## src/rtl/fp_accum_feeder.sv

```systemverilog
// Sequencer feeding a float32 accumulator: FIFO-buffered samples, clear, N loads, capture result.
// Optional FP_ACCUM_FEEDER_STICKY_STATUS_EN: result_status reports status raised by any add of the run.
module fp_accum_feeder #(
    parameter int DEPTH = 8,
    parameter int CNT_W = 16
) (
    input  logic                   clk,
    input  logic                   resetn,
    input  logic [31:0]            s_data,
    input  logic                   s_valid,
    output logic                   s_ready,
    input  logic                   start,
    input  logic [CNT_W-1:0]       count,
    output logic                   run_busy,
    output logic                   done,
    output logic [31:0]            result,
    output logic                   result_status,
    output logic [$clog2(DEPTH):0] fifo_level,
    output logic                   add_rstn,
    output logic [31:0]            add_a,
    output logic                   add_load,
    input  logic                   add_busy,
    input  logic                   add_status,
    input  logic [31:0]            add_sum
);
    localparam int AW = $clog2(DEPTH);
    localparam logic [AW:0] FULL_LEVEL = (AW + 1)'(DEPTH);

    typedef enum logic [2:0] {
        S_IDLE, S_CLEAR, S_ISSUE, S_WAIT_ACK, S_WAIT_DONE, S_FINISH
    } state_t;

    logic [31:0]      mem_q [DEPTH];
    logic [AW-1:0]    wr_ptr_q, wr_ptr_d;
    logic [AW-1:0]    rd_ptr_q, rd_ptr_d;
    logic [AW:0]      level_q, level_d;
    logic             push, pop;
    logic [31:0]      head;

    state_t           state_q;
    logic [CNT_W-1:0] remaining_q;
    logic [1:0]       ack_cnt_q;
    logic             run_busy_q, done_q, result_status_q;
    logic             add_rstn_q, add_load_q;
    logic [31:0]      result_q, add_a_q;
`ifdef FP_ACCUM_FEEDER_STICKY_STATUS_EN
    logic             sticky_q;
`endif

    assign s_ready = resetn && (level_q != FULL_LEVEL);
    assign push    = s_valid && s_ready;
    // Only issue once the accumulator is idle so a load never overlaps busy.
    assign pop     = (state_q == S_ISSUE) && (level_q != '0) && !add_busy;
    assign head    = mem_q[rd_ptr_q];

    always_comb begin
        wr_ptr_d = wr_ptr_q;
        rd_ptr_d = rd_ptr_q;
        level_d  = level_q;
        if (push) wr_ptr_d = wr_ptr_q + 1'b1;
        if (pop)  rd_ptr_d = rd_ptr_q + 1'b1;
        if (push && !pop)      level_d = level_q + 1'b1;
        else if (pop && !push) level_d = level_q - 1'b1;
    end

    always_ff @(posedge clk) begin
        if (push) mem_q[wr_ptr_q] <= s_data;
    end

    always_ff @(posedge clk) begin
        if (!resetn) begin
            wr_ptr_q <= '0;
            rd_ptr_q <= '0;
            level_q  <= '0;
        end else begin
            wr_ptr_q <= wr_ptr_d;
            rd_ptr_q <= rd_ptr_d;
            level_q  <= level_d;
        end
    end

    always_ff @(posedge clk) begin
        if (!resetn) begin
            state_q         <= S_IDLE;
            remaining_q     <= '0;
            ack_cnt_q       <= '0;
            run_busy_q      <= 1'b0;
            done_q          <= 1'b0;
            result_q        <= '0;
            result_status_q <= 1'b0;
            add_rstn_q      <= 1'b0;
            add_load_q      <= 1'b0;
            add_a_q         <= '0;
`ifdef FP_ACCUM_FEEDER_STICKY_STATUS_EN
            sticky_q        <= 1'b0;
`endif
        end else begin
            add_load_q <= 1'b0;
            done_q     <= 1'b0;
            case (state_q)
                S_IDLE: begin
                    add_rstn_q <= 1'b1;
                    if (start) begin
                        remaining_q <= count;
                        run_busy_q  <= 1'b1;
                        add_rstn_q  <= 1'b0;
                        state_q     <= S_CLEAR;
                    end
                end
                S_CLEAR: begin
                    add_rstn_q <= 1'b1;
`ifdef FP_ACCUM_FEEDER_STICKY_STATUS_EN
                    sticky_q   <= 1'b0;
`endif
                    state_q    <= (remaining_q == '0) ? S_FINISH : S_ISSUE;
                end
                S_ISSUE: begin
                    if (pop) begin
                        add_a_q     <= head;
                        add_load_q  <= 1'b1;
                        remaining_q <= remaining_q - 1'b1;
                        ack_cnt_q   <= '0;
                        state_q     <= S_WAIT_ACK;
                    end
                end
                S_WAIT_ACK: begin
                    // Give up waiting for busy after four cycles: zero-latency adders never raise it.
                    if (add_busy || ack_cnt_q == 2'd3) state_q <= S_WAIT_DONE;
                    else ack_cnt_q <= ack_cnt_q + 1'b1;
                end
                S_WAIT_DONE: begin
                    if (!add_busy) begin
`ifdef FP_ACCUM_FEEDER_STICKY_STATUS_EN
                        sticky_q <= sticky_q | add_status;
`endif
                        state_q  <= (remaining_q != '0) ? S_ISSUE : S_FINISH;
                    end
                end
                S_FINISH: begin
                    result_q        <= add_sum;
`ifdef FP_ACCUM_FEEDER_STICKY_STATUS_EN
                    result_status_q <= sticky_q;
`else
                    result_status_q <= add_status;
`endif
                    done_q          <= 1'b1;
                    run_busy_q      <= 1'b0;
                    state_q         <= S_IDLE;
                end
                default: state_q <= S_IDLE;
            endcase
        end
    end

    assign run_busy      = run_busy_q;
    assign done          = done_q;
    assign result        = result_q;
    assign result_status = result_status_q;
    assign fifo_level    = level_q;
    assign add_rstn      = add_rstn_q;
    assign add_a         = add_a_q;
    assign add_load      = add_load_q;

endmodule

```

## config.mk

```make
export PLATFORM = sky130hd
export DESIGN_NAME = fp_accum_feeder
export DESIGN_NICKNAME = d
export VERILOG_FILES = /design/src/rtl/fp_accum_feeder.sv
export SDC_FILE = /design/constraint.sdc
export NUM_CORES = 1
export LEC_CHECK = 0
export BUFFER_PORTS_ARGS = -buffer_cell sky130_fd_sc_hd__buf_4
export CAP_MARGIN = 30
export CELL_PAD_IN_SITES_DETAIL_PLACEMENT = 1
export CELL_PAD_IN_SITES_GLOBAL_PLACEMENT = 2
export CORE_UTILIZATION = 45
export CTS_CLUSTER_DIAMETER = 120
export CTS_CLUSTER_SIZE = 24
export DETAILED_ROUTE_END_ITERATION = 10
export HOLD_SLACK_MARGIN = 0.12
export PLACE_DENSITY = 0.89
export SYNTH_ARGS = -nofsm -noshare
export SYNTH_HDL_FRONTEND = slang
export SYNTH_SLANG_ARGS = --single-unit
```

## constraint.sdc

```tcl
create_clock -name clk -period 10.45 [get_ports clk]
set_input_delay 1.045 -clock clk [delete_from_list [all_inputs] [get_ports clk]]
set_output_delay 1.045 -clock clk [all_outputs]
set_load 0.03 [all_outputs]
```

# Yosys cells after proc, flatten, opt, wreduce, memory -nomap -nowiden
# Memories as Yosys holds them, arrays and structs flattened. A register that Yosys moved wholly into a read port is not among the register bits.
# Cells that the tools add are included.
# totals
regBits	68
ram_bits	256
input_bits	86
out_inout_bits	74
wordCells	80
n_memories	1
# memory_table
memory	words	width	read_ports	rd_ports_with_merged_regs	wr	line	text
mem_q	8	32	1	1	1	33	logic [31:0] mem_q [DEPTH];
# op_classes
add_sub_neg	6
n_eq_ne	12
mux	23
reduce_logical	26
# op_table
op	count
$mux W16	2
$pmux W16 S2	1
$mux W3	6
$logic_not A16 Y1	1
$reduce_bool A16 Y1	1
$sub A16 B1 Y16 const B	1
$pmux W3 S5	1
$ne A2 B2 Y1 const B	5
$reduce_bool A2 Y1	5
$mux W4	2
$add A3 B1 Y3 const B	2
$eq A3 B2 Y1 const B	2
$eq A3 B3 Y1 const B	2
$logic_and A1 B1 Y1	6
$mux W1	6
$reduce_and A2 Y1	3
$reduce_and A3 Y1	2
$add A4 B1 Y4 const B	1
$logic_not A1 Y1	4
$mux W2	2
$ne A4 B4 Y1 const B	1
$pmux W1 S2	2
$pmux W2 S2	1
$reduce_and A4 Y1	1
7 further kinds	7

# Logic depth before layout (Yosys ltp)
# Gate-level depths: netlist of the first run.
# logic_depth
depth_word	7
ltp_mapped	12
mapped_depth_nobuf	12

# Worst setup path before layout of the first run
# No wires, ideal clock.
# synth_path
path_kind	input to register
startpoint	input port resetn
endpoint	memory mem_q[0][0], enable pin
setup_time_ps	461
t_arrival_ps	4266
required_time_ps	9989
setup_slack_ps	5723
cell_stages	6
path_buffers	0
path_cell_list	inv_1 > a21oi_1 > nand2_1 > inv_1 > nand2b_1 > nor3_1
# synth_via
elab_chain_cells	4
# synth_lines
element	line	text
start, declared	8	input logic resetn,
$logic_and A1 B1 Y1	50	assign s_ready = resetn && (level_q != FULL_LEVEL);
via s_ready	11	output logic s_ready,
$logic_and A1 B1 Y1	51	assign push = s_valid && s_ready;
via push	37	logic push, pop;
$mux W1	67	if (push) mem_q[wr_ptr_q] <= s_data;
$mux W1 (implied by the code)	67	
end, declared	33	
# The timed path passes the listed nets, and every way through them passes these cells.

# Final worst setup path of the first run
# layout_path
startpoint	register state_q[1]
endpoint	register level_q[3] (netlist: fifo_level[3])
# layout_via
elab_chain_cells	6
elab_cells_between_ends	8
cone_classes	eq/ne: 1; mux: 1; reduce/logical: 6
# layout_lines
element	line	text
start, declared	40	state_t state_q;
start signal, assigned	115	state_q <= (remaining_q == '0) ? S_FINISH : S_ISSUE;
start signal, assigned	136	state_q <= (remaining_q != '0) ? S_ISSUE : S_FINISH;
$eq A3 B2 Y1 (*)	53	assign pop = (state_q == S_ISSUE) && (level_q != '0) && !add_busy;
$logic_and A1 B1 Y1 (*) (2 in a row)	53	
$logic_not A1 Y1	62	if (push && !pop) level_d = level_q + 1'b1;
$logic_and A1 B1 Y1	62	
$mux W4 / $reduce_bool A2 Y1 (equally long branches)	n/a	
end signal, assigned	78	level_q <= level_d;
end, declared	36	logic [AW:0] level_q, level_d;
# Every way passes the cells marked *; elsewhere a longest branch is shown, timed or not.
# A chain may end at the register's enable or synchronous reset.

==> results.md, run 1 <==
- Status: complete, no violations
- R2R depth: 12
- Die height: 177 um
- Clk slew on worst S/H paths: 0.10 ns
- Synth Cell Area: 13700 um^2
- Mapped Cells: 893
- GRT Util Overall: 20.4%
- Syn_nets: 988
- Global-route wire length before repair: 48.6 mm
- Area Overhead vs Synth: 16.9%
- Slew HR: 38.2%
- Via count: 8000
- N_diodes: 0
- EDFF count, synth: 256
- Initial Util: 46.0%
- Top post-synthesis cells by area: edfxtp_1, dfxtp_1, mux4_2
- CTS max path bufs: 3
- Die area: 31200 um^2
- Yosys top cell area share: 56.1%
- Final setup fails: 0
- Fraction of layout cells with a size suffix above 1: 26.8%
- Post-Layout Inst Area: 16000 um^2
- Post-Route WL: 31.3 mm
- Input/output buffers: 159
- Flop pwr share: 55.3%
- Flop2flop setup slack: 6.56 ns
- Worst Path Required: 10.90 ns
- Fin crit share: 37.2%
- Final weighted congestion in routability-driven placement: 0.754
- Core footprint: 29800 um^2
- # placed instances: 1407
- Sw Ratio: 27.9%
- WL/cell: 21.8 um
- Hold WC Path Type: reg2reg
- # clock sinks: 356
- TritonCTS clock tree: done
- H-tree depth: 1
- # Post-CTS Setup Buffers: 0
- Reg2reg end: fifo_level[3]$_SDFFE_PN0P_
- Clock share of power: 25.8%
- TNS Setup: 0 ns
- Max-cap violations: 0
- Setup crit start kind: flip-flop
- Yosys top cell by area: edfxtp_1
- # nets final: 1133
- Worst EP arrival: 4.34 ns
- Most frequent cells in the layout: edfxtp_1, buf_4, nand2_1, dfxtp_1, a21oi_1
- Yosys cell types: 54
- Post_cts resized: 0
- Worst Hold Launch: rd_ptr_q[1]$_SDFFE_PN0P_
- Final ANT Viol Nets: 0
- Final Hold Viols: 0
- Crit Reg-Reg Startpoint: state_q[1]$_SDFFE_PN0P_
- P_leak: 5.33 nW
- Register area share after synthesis: 70.7%
- Gate power share: 19.0%
- Clk root buf: clkbuf_16
- DRT iter0 DRCs: 584
- Syn_area_per_cell: 15.4 um^2
- Hold Crit Depth: 2
- Synth Warn #: 0
- Crit path kind: reg2reg
- Vias per cell: 5.56
- Max Clock Skew: 0.0140 ns
- Clk_lat worst skew: 0.52 ns
- Asr flop ratio synth: 0%
- Least-Margin Pin Slew: 0.927 ns
- FMAX: 257 MHz
- Commonest non-fill, non-tap cell in the layout: edfxtp_1
- Hold slack: 0.461 ns
- CTS Hold Bufs: 0
- Pin count of the biggest net entering global routing: 70
- Worst Path Max Fanout: 69
- Period minus WS final: 3.89 ns
- Final std cells w/o fill: 1440
- Unrepaired setup endpoints after global routing: no
- Cts bufs inserted: 18
- Placed cell areas: 15500 um^2
- Num rows: 63
- Pwr dens: 186 nW/um^2
- Residual DRC: 0
- Net switching power: 0.833 mW
- IO Count: 160
- Max IR drop VDD: 0.145 mV
- Die Wd: 177 um
- Length of the first detailed-routing pass in iterations: 5
- Ys flop type: edfxtp_1
- Synth Register Bits: 356
- P_int: 2.15 mW
- Global route overflow: 0
- Critical Path End Type: flip-flop
- Initial antenna violation count: 0
- Hold Crit Endpoint: rd_ptr_q[1]$_SDFFE_PN0P_
- Number of global-route vias before repair: 8287
- Final Slew Violations: 0
- Detailed Place HPWL: 20.0 mm
==> worst max-delay path, cell delays in order, from the launching register on <==
cell and delay, ns:
dfxtp_1 0.64, or3b_1 0.64, nor3_4 0.23, buf_4 0.58, inv_2 0.21, ha_1 0.28, inv_1 0.12, ha_1 0.24
a21o_1 0.17, a21oi_1 0.17, xnor2_1 0.09, or3_1 0.30, a21oi_1 0.13
==> per-stage QoR <==
stage	power, mW	utilization, %	setup WS (ns)
after floorplan	2.05	-	5.72
after global placement	2.22	51.4	6.36
after detailed placement	2.24	51.9	6.35
after CTS	3.01	53.7	6.54
after global routing	3.11	53.8	6.28
final	2.98	53.8	6.56
==> final cells by class <==
type	instances	area, um^2
multi-input combinational	477	3840
clock buffer	31	520
timing repair buffer	176	1450
clock inverter	1	5.00
fill	2919	13800
inverter	9	33.8
tap	390	488
sequential	356	9700
==> worst max-delay path by stage <==
stage | slack [ns] | to | start | cells past startpoint
4_1_cts | 6.54 | fifo_level[3]$_SDFFE_PN0P_ | state_q[1]$_SDFFE_PN0P_ | 12
6_report | 6.56 | fifo_level[3]$_SDFFE_PN0P_ | state_q[1]$_SDFFE_PN0P_ | 12
3_5_place_dp | 6.35 | mem_q[1][5]$_DFFE_PP_ | resetn | 8
2_1_floorplan | 5.72 | mem_q[0][0]$_DFFE_PP_ | resetn | 6
3_3_place_gp | 6.36 | fifo_level[3]$_SDFFE_PN0P_ | state_q[1]$_SDFFE_PN0P_ | 12
5_1_grt | 6.28 | fifo_level[3]$_SDFFE_PN0P_ | state_q[1]$_SDFFE_PN0P_ | 12
==> registers in the layout, indices dropped and copies added (netlist names) <==
register	flops
state_q	3
remaining_q	16
wr_ptr_q	3
mem_q	256
add_a	32
done	1
run_busy	1
ack_cnt_q	2
result	32
add_load	1
result_status	1
rd_ptr_q	3
fifo_level	4
add_rstn	1
==> Yosys cell counts, drive strengths merged, types with 3 or more instances <==
cell type and number:
edfxtp 256, dfxtp 100, nand2 98, a21oi 95, mux4 64, o21ai 50
nor2 37, clkbuf 36, mux2i 33, buf 15, nand3 11, nor3 11
inv 9, ha 8, o211ai 8, nand4 5, a31oi 4, and2 3
nand2b 3, nor4 3, o22ai 3, o31ai 3, or3 3, xnor2 3
xor2 3
==> cell families (layout without fill, tap and decap cells) <==
group / after synthesis / in the layout / synth area share [%]
simple gates: 186 / 186 / 6.05
fa+ha+maj: 10 / 10 / 0.958
mux: 97 / 97 / 12.9
flops: 356 / 356 / 70.7
xor+xnor: 6 / 6 / 0.383
buf+inv: 60 / 217 / 1.75
compound gates: 178 / 178 / 7.28
==> power groups by stage <==
stage	registers (mW)	logic [mW]	clock network, mW
after global placement	1.67	0.548	0
final	1.65	0.565	0.768
after floorplan	1.70	0.345	0
after detailed placement	1.68	0.565	0
after global routing	1.66	0.619	0.836
after CTS	1.65	0.568	0.795
==> layer usage <==
layer	GRT usage (%)	part of all wire, %	vias to the layer above
met5	0	0	-
met4	2.87	0.79	0
met3	2.63	5.4	18
met2	35.3	50	214
met1	28.0	43	4066
li1	-	-	3702
Note: power is estimated with default switching activity, not from simulation.
==> run 2: changes to the inputs <==
Settings changed: CORE_UTILIZATION 45 to 38, PLACE_DENSITY 0.89 to 0.81.
Clock period 10.45 ns to 3.2 ns, I/O delays scaled along.
==> results.md, run 2 (synthesized netlist as in run 1, its figures left out) <==
- Clk_lat worst skew: 0.54 ns (+0.02 ns)
- Max-cap violations: 0 (unchanged)
- Max IR drop VDD: 0.462 mV (+220%)
- Most frequent cells in the layout: edfxtp_1, buf_4, nand2_1, dfxtp_1, a21oi_1
- Final WS setup: 0.469 ns (-6.09 ns)
- Filler cell count in the final layout: 3534 (+21%)
- Status: complete, no violations
- Post-Layout Inst Area: 16900 um^2 (+5.6%)
- Via count: 8352 (+4.4%)
- Length of the first detailed-routing pass in iterations: 5 (unchanged)
- Period minus WS final: 2.73 ns (-1.16 ns)
- Crit path largest cell delay: 0.46 ns (-0.18 ns)
- GRT Util Overall: 17.7% (-2.6 points)
- Worst Path Required: 3.67 ns (-7.23 ns)
- Setup crit start kind: flip-flop
- FMAX: 366 MHz (+42%)
- Die Wd: 192 um (+8.7%)
- Cell chain of the critical path: or3b_1 -> nor3_4 -> inv_2 -> ha_1 -> inv_1 -> ha_1 -> a21o_1 -> a21oi_1 -> xnor2_1 -> or3_1 -> a21oi_1
- Clk root buf: clkbuf_16
- P_leak: 5.68 nW (+6.6%)
- Global-route wire length before repair: 50.0 mm (+2.8%)
- Register area: 9700 um^2 (unchanged)
- Crit path max-delay family: simple AND/OR/NAND/NOR gates
- IO Count: 160 (unchanged)
- Final weighted congestion in routability-driven placement: 0.742 (-1.5%)
- Cts bufs inserted: 18 (unchanged)
- Fraction of layout cells with a size suffix above 1: 25.7% (-1.1 points)
- Pwr dens: 587 nW/um^2 (+220%)
- Slew HR: 45.1% (+6.9 points)
- Die height: 192 um (+8.7%)
- Hold WC Path Type: in2reg
- Place WS: 0.470 ns (-5.88 ns)
- Residual DRC: 0 (unchanged)
- CTS max path bufs: 3 (unchanged)
- Pin count of the biggest net entering global routing: 69 (-1.4%)
- Unrepaired setup endpoints after global routing: no
- Final ANT Viol Nets: 0 (unchanged)
- Placed cell areas: 15600 um^2 (+0.83%)
- # nets final: 1220 (+7.7%)
- Final Slew Violations: 0 (unchanged)
- Worst Path Max Fanout: 12 (-83%)
- Crit path kind: reg2reg
- Post_cts resized: 0 (unchanged)
- H-tree depth: 1 (unchanged)
- Die area: 36900 um^2 (+18%)
- Fin crit share: 85.3% (+48 points)
- Multi-input gate area: 3850 um^2 (+0.33%)
- Worst path slowest cell: or3b_1
- # Post-CTS Setup Buffers: 0 (unchanged)
- Largest reg by FF count: mem_q
- Max Clock Skew: 0.0147 ns (+0.000712 ns)
- Num rows: 69 (+9.5%)
- Worst EP arrival: 3.20 ns (-1.14 ns)
- Commonest non-fill, non-tap cell in the layout: edfxtp_1
- Initial Util: 38.6% (-7.5 points)
- CTS Hold Bufs: 77 (+77)
- Global route overflow: 0 (unchanged)
- Vias per cell: 5.22 (-6.0%)
- Critical Path End Type: flip-flop
- Least-Margin Pin Slew: 0.824 ns (-0.103 ns)
- Power Total: 9.94 mW (+230%)
- Input/output buffers: 159 (unchanged)
- Detailed Place HPWL: 19.5 mm (-2.5%)
- Core footprint: 35600 um^2 (+19%)
- Post-Route WL: 32.7 mm (+4.2%)
- Final core utilization: 47.6% (-6.2 points)
- Final setup fails: 0 (unchanged)
- # clock sinks: 356 (unchanged)
- TritonCTS clock tree: done
- Max reg flops: 256 (unchanged)
- Buf/Inv on CP: 2 (-1)
- Area Overhead vs Synth: 23.5%
- Final Hold Viols: 0 (unchanged)
- Number of global-route vias before repair: 8697 (+4.9%)
- Initial antenna violation count: 1 (+1)
- WL/cell: 20.4 um (-6.2%)
- Clk slew on worst S/H paths: 0.10 ns (about the same)
- DRT iter0 DRCs: 466 (-20%)
run 2: cell types whose count changed in the layout (fill, tap and decap cells not counted), moves of 2 or more:
cell           before  now
buf_16              4    0
buf_4             168  182
diode_2             0    2
dlygate4sd3_1       0   77
nor3_2              3    1
nor3_4              1    3
run 2: routing by layer:
layer / GRT usage [%] / part of all wire [%] / wire length [um] / vias up
met5: 0 / 0 / 0 / -
met4: 3.39 / 1.5 / 500 / 0
met3: 2.48 / 5.4 / 1750 / 24
met2: 31.1 / 49 / 16100 / 220
met1: 23.4 / 44 / 14300 / 4220
li1: - / - / - / 3888
run 2: path summary, 6_finish.rpt:
check | from | endpoint | slack, ns | cells past startpoint
max | state_q[0]$_SDFFE_PN0P_ | fifo_level[3]$_SDFFE_PN0P_ | 0.47 | 11
min | count[5] | remaining_q[5]$_SDFFE_PN0P_ | 0.15 | 5
max reg2reg | state_q[0]$_SDFFE_PN0P_ | fifo_level[3]$_SDFFE_PN0P_ | 0.47 | 11
min reg2reg | result[17]$_SDFFE_PN0P_ | result[17]$_SDFFE_PN0P_ | 0.46 | 2
run 2: where the power goes:
part	switching, mW	internal, mW
Sequential	0.200	5.16
Combinational	1.16	0.818
Clock	1.45	1.14
Total	2.82	7.12
run 2: cell type report:
cell class	count	area share (%)
antenna	2	0.0296
clock buffer	31	3.07
clock inverter	1	0.177
inverter	9	0.200
multi-input combinational	477	22.7
sequential	356	57.3
tap	461	3.41
timing repair buffer	263	13.1
run 2: per-stage QoR:
| stage | instances | hold WS, ns | TNS, ns |
|---|---|---|---|
| floorplan | 893 | 0.419 | -71.03 |
| global placement | 1489 | 0.442 | 0 |
| detailed placement | 1489 | 0.451 | 0 |
| CTS | 1598 | 0.122 | 0 |
| global route | 1599 | 0.156 | 0 |
| finish | 1600 | 0.151 | 0 |
run 2: tightest hold or removal path, stage by stage:
cell	delay, ns
buf_4	0.08
nand2_1	0.04
o41ai_1	0.06
nand2_1	0.05
a21oi_1	0.11
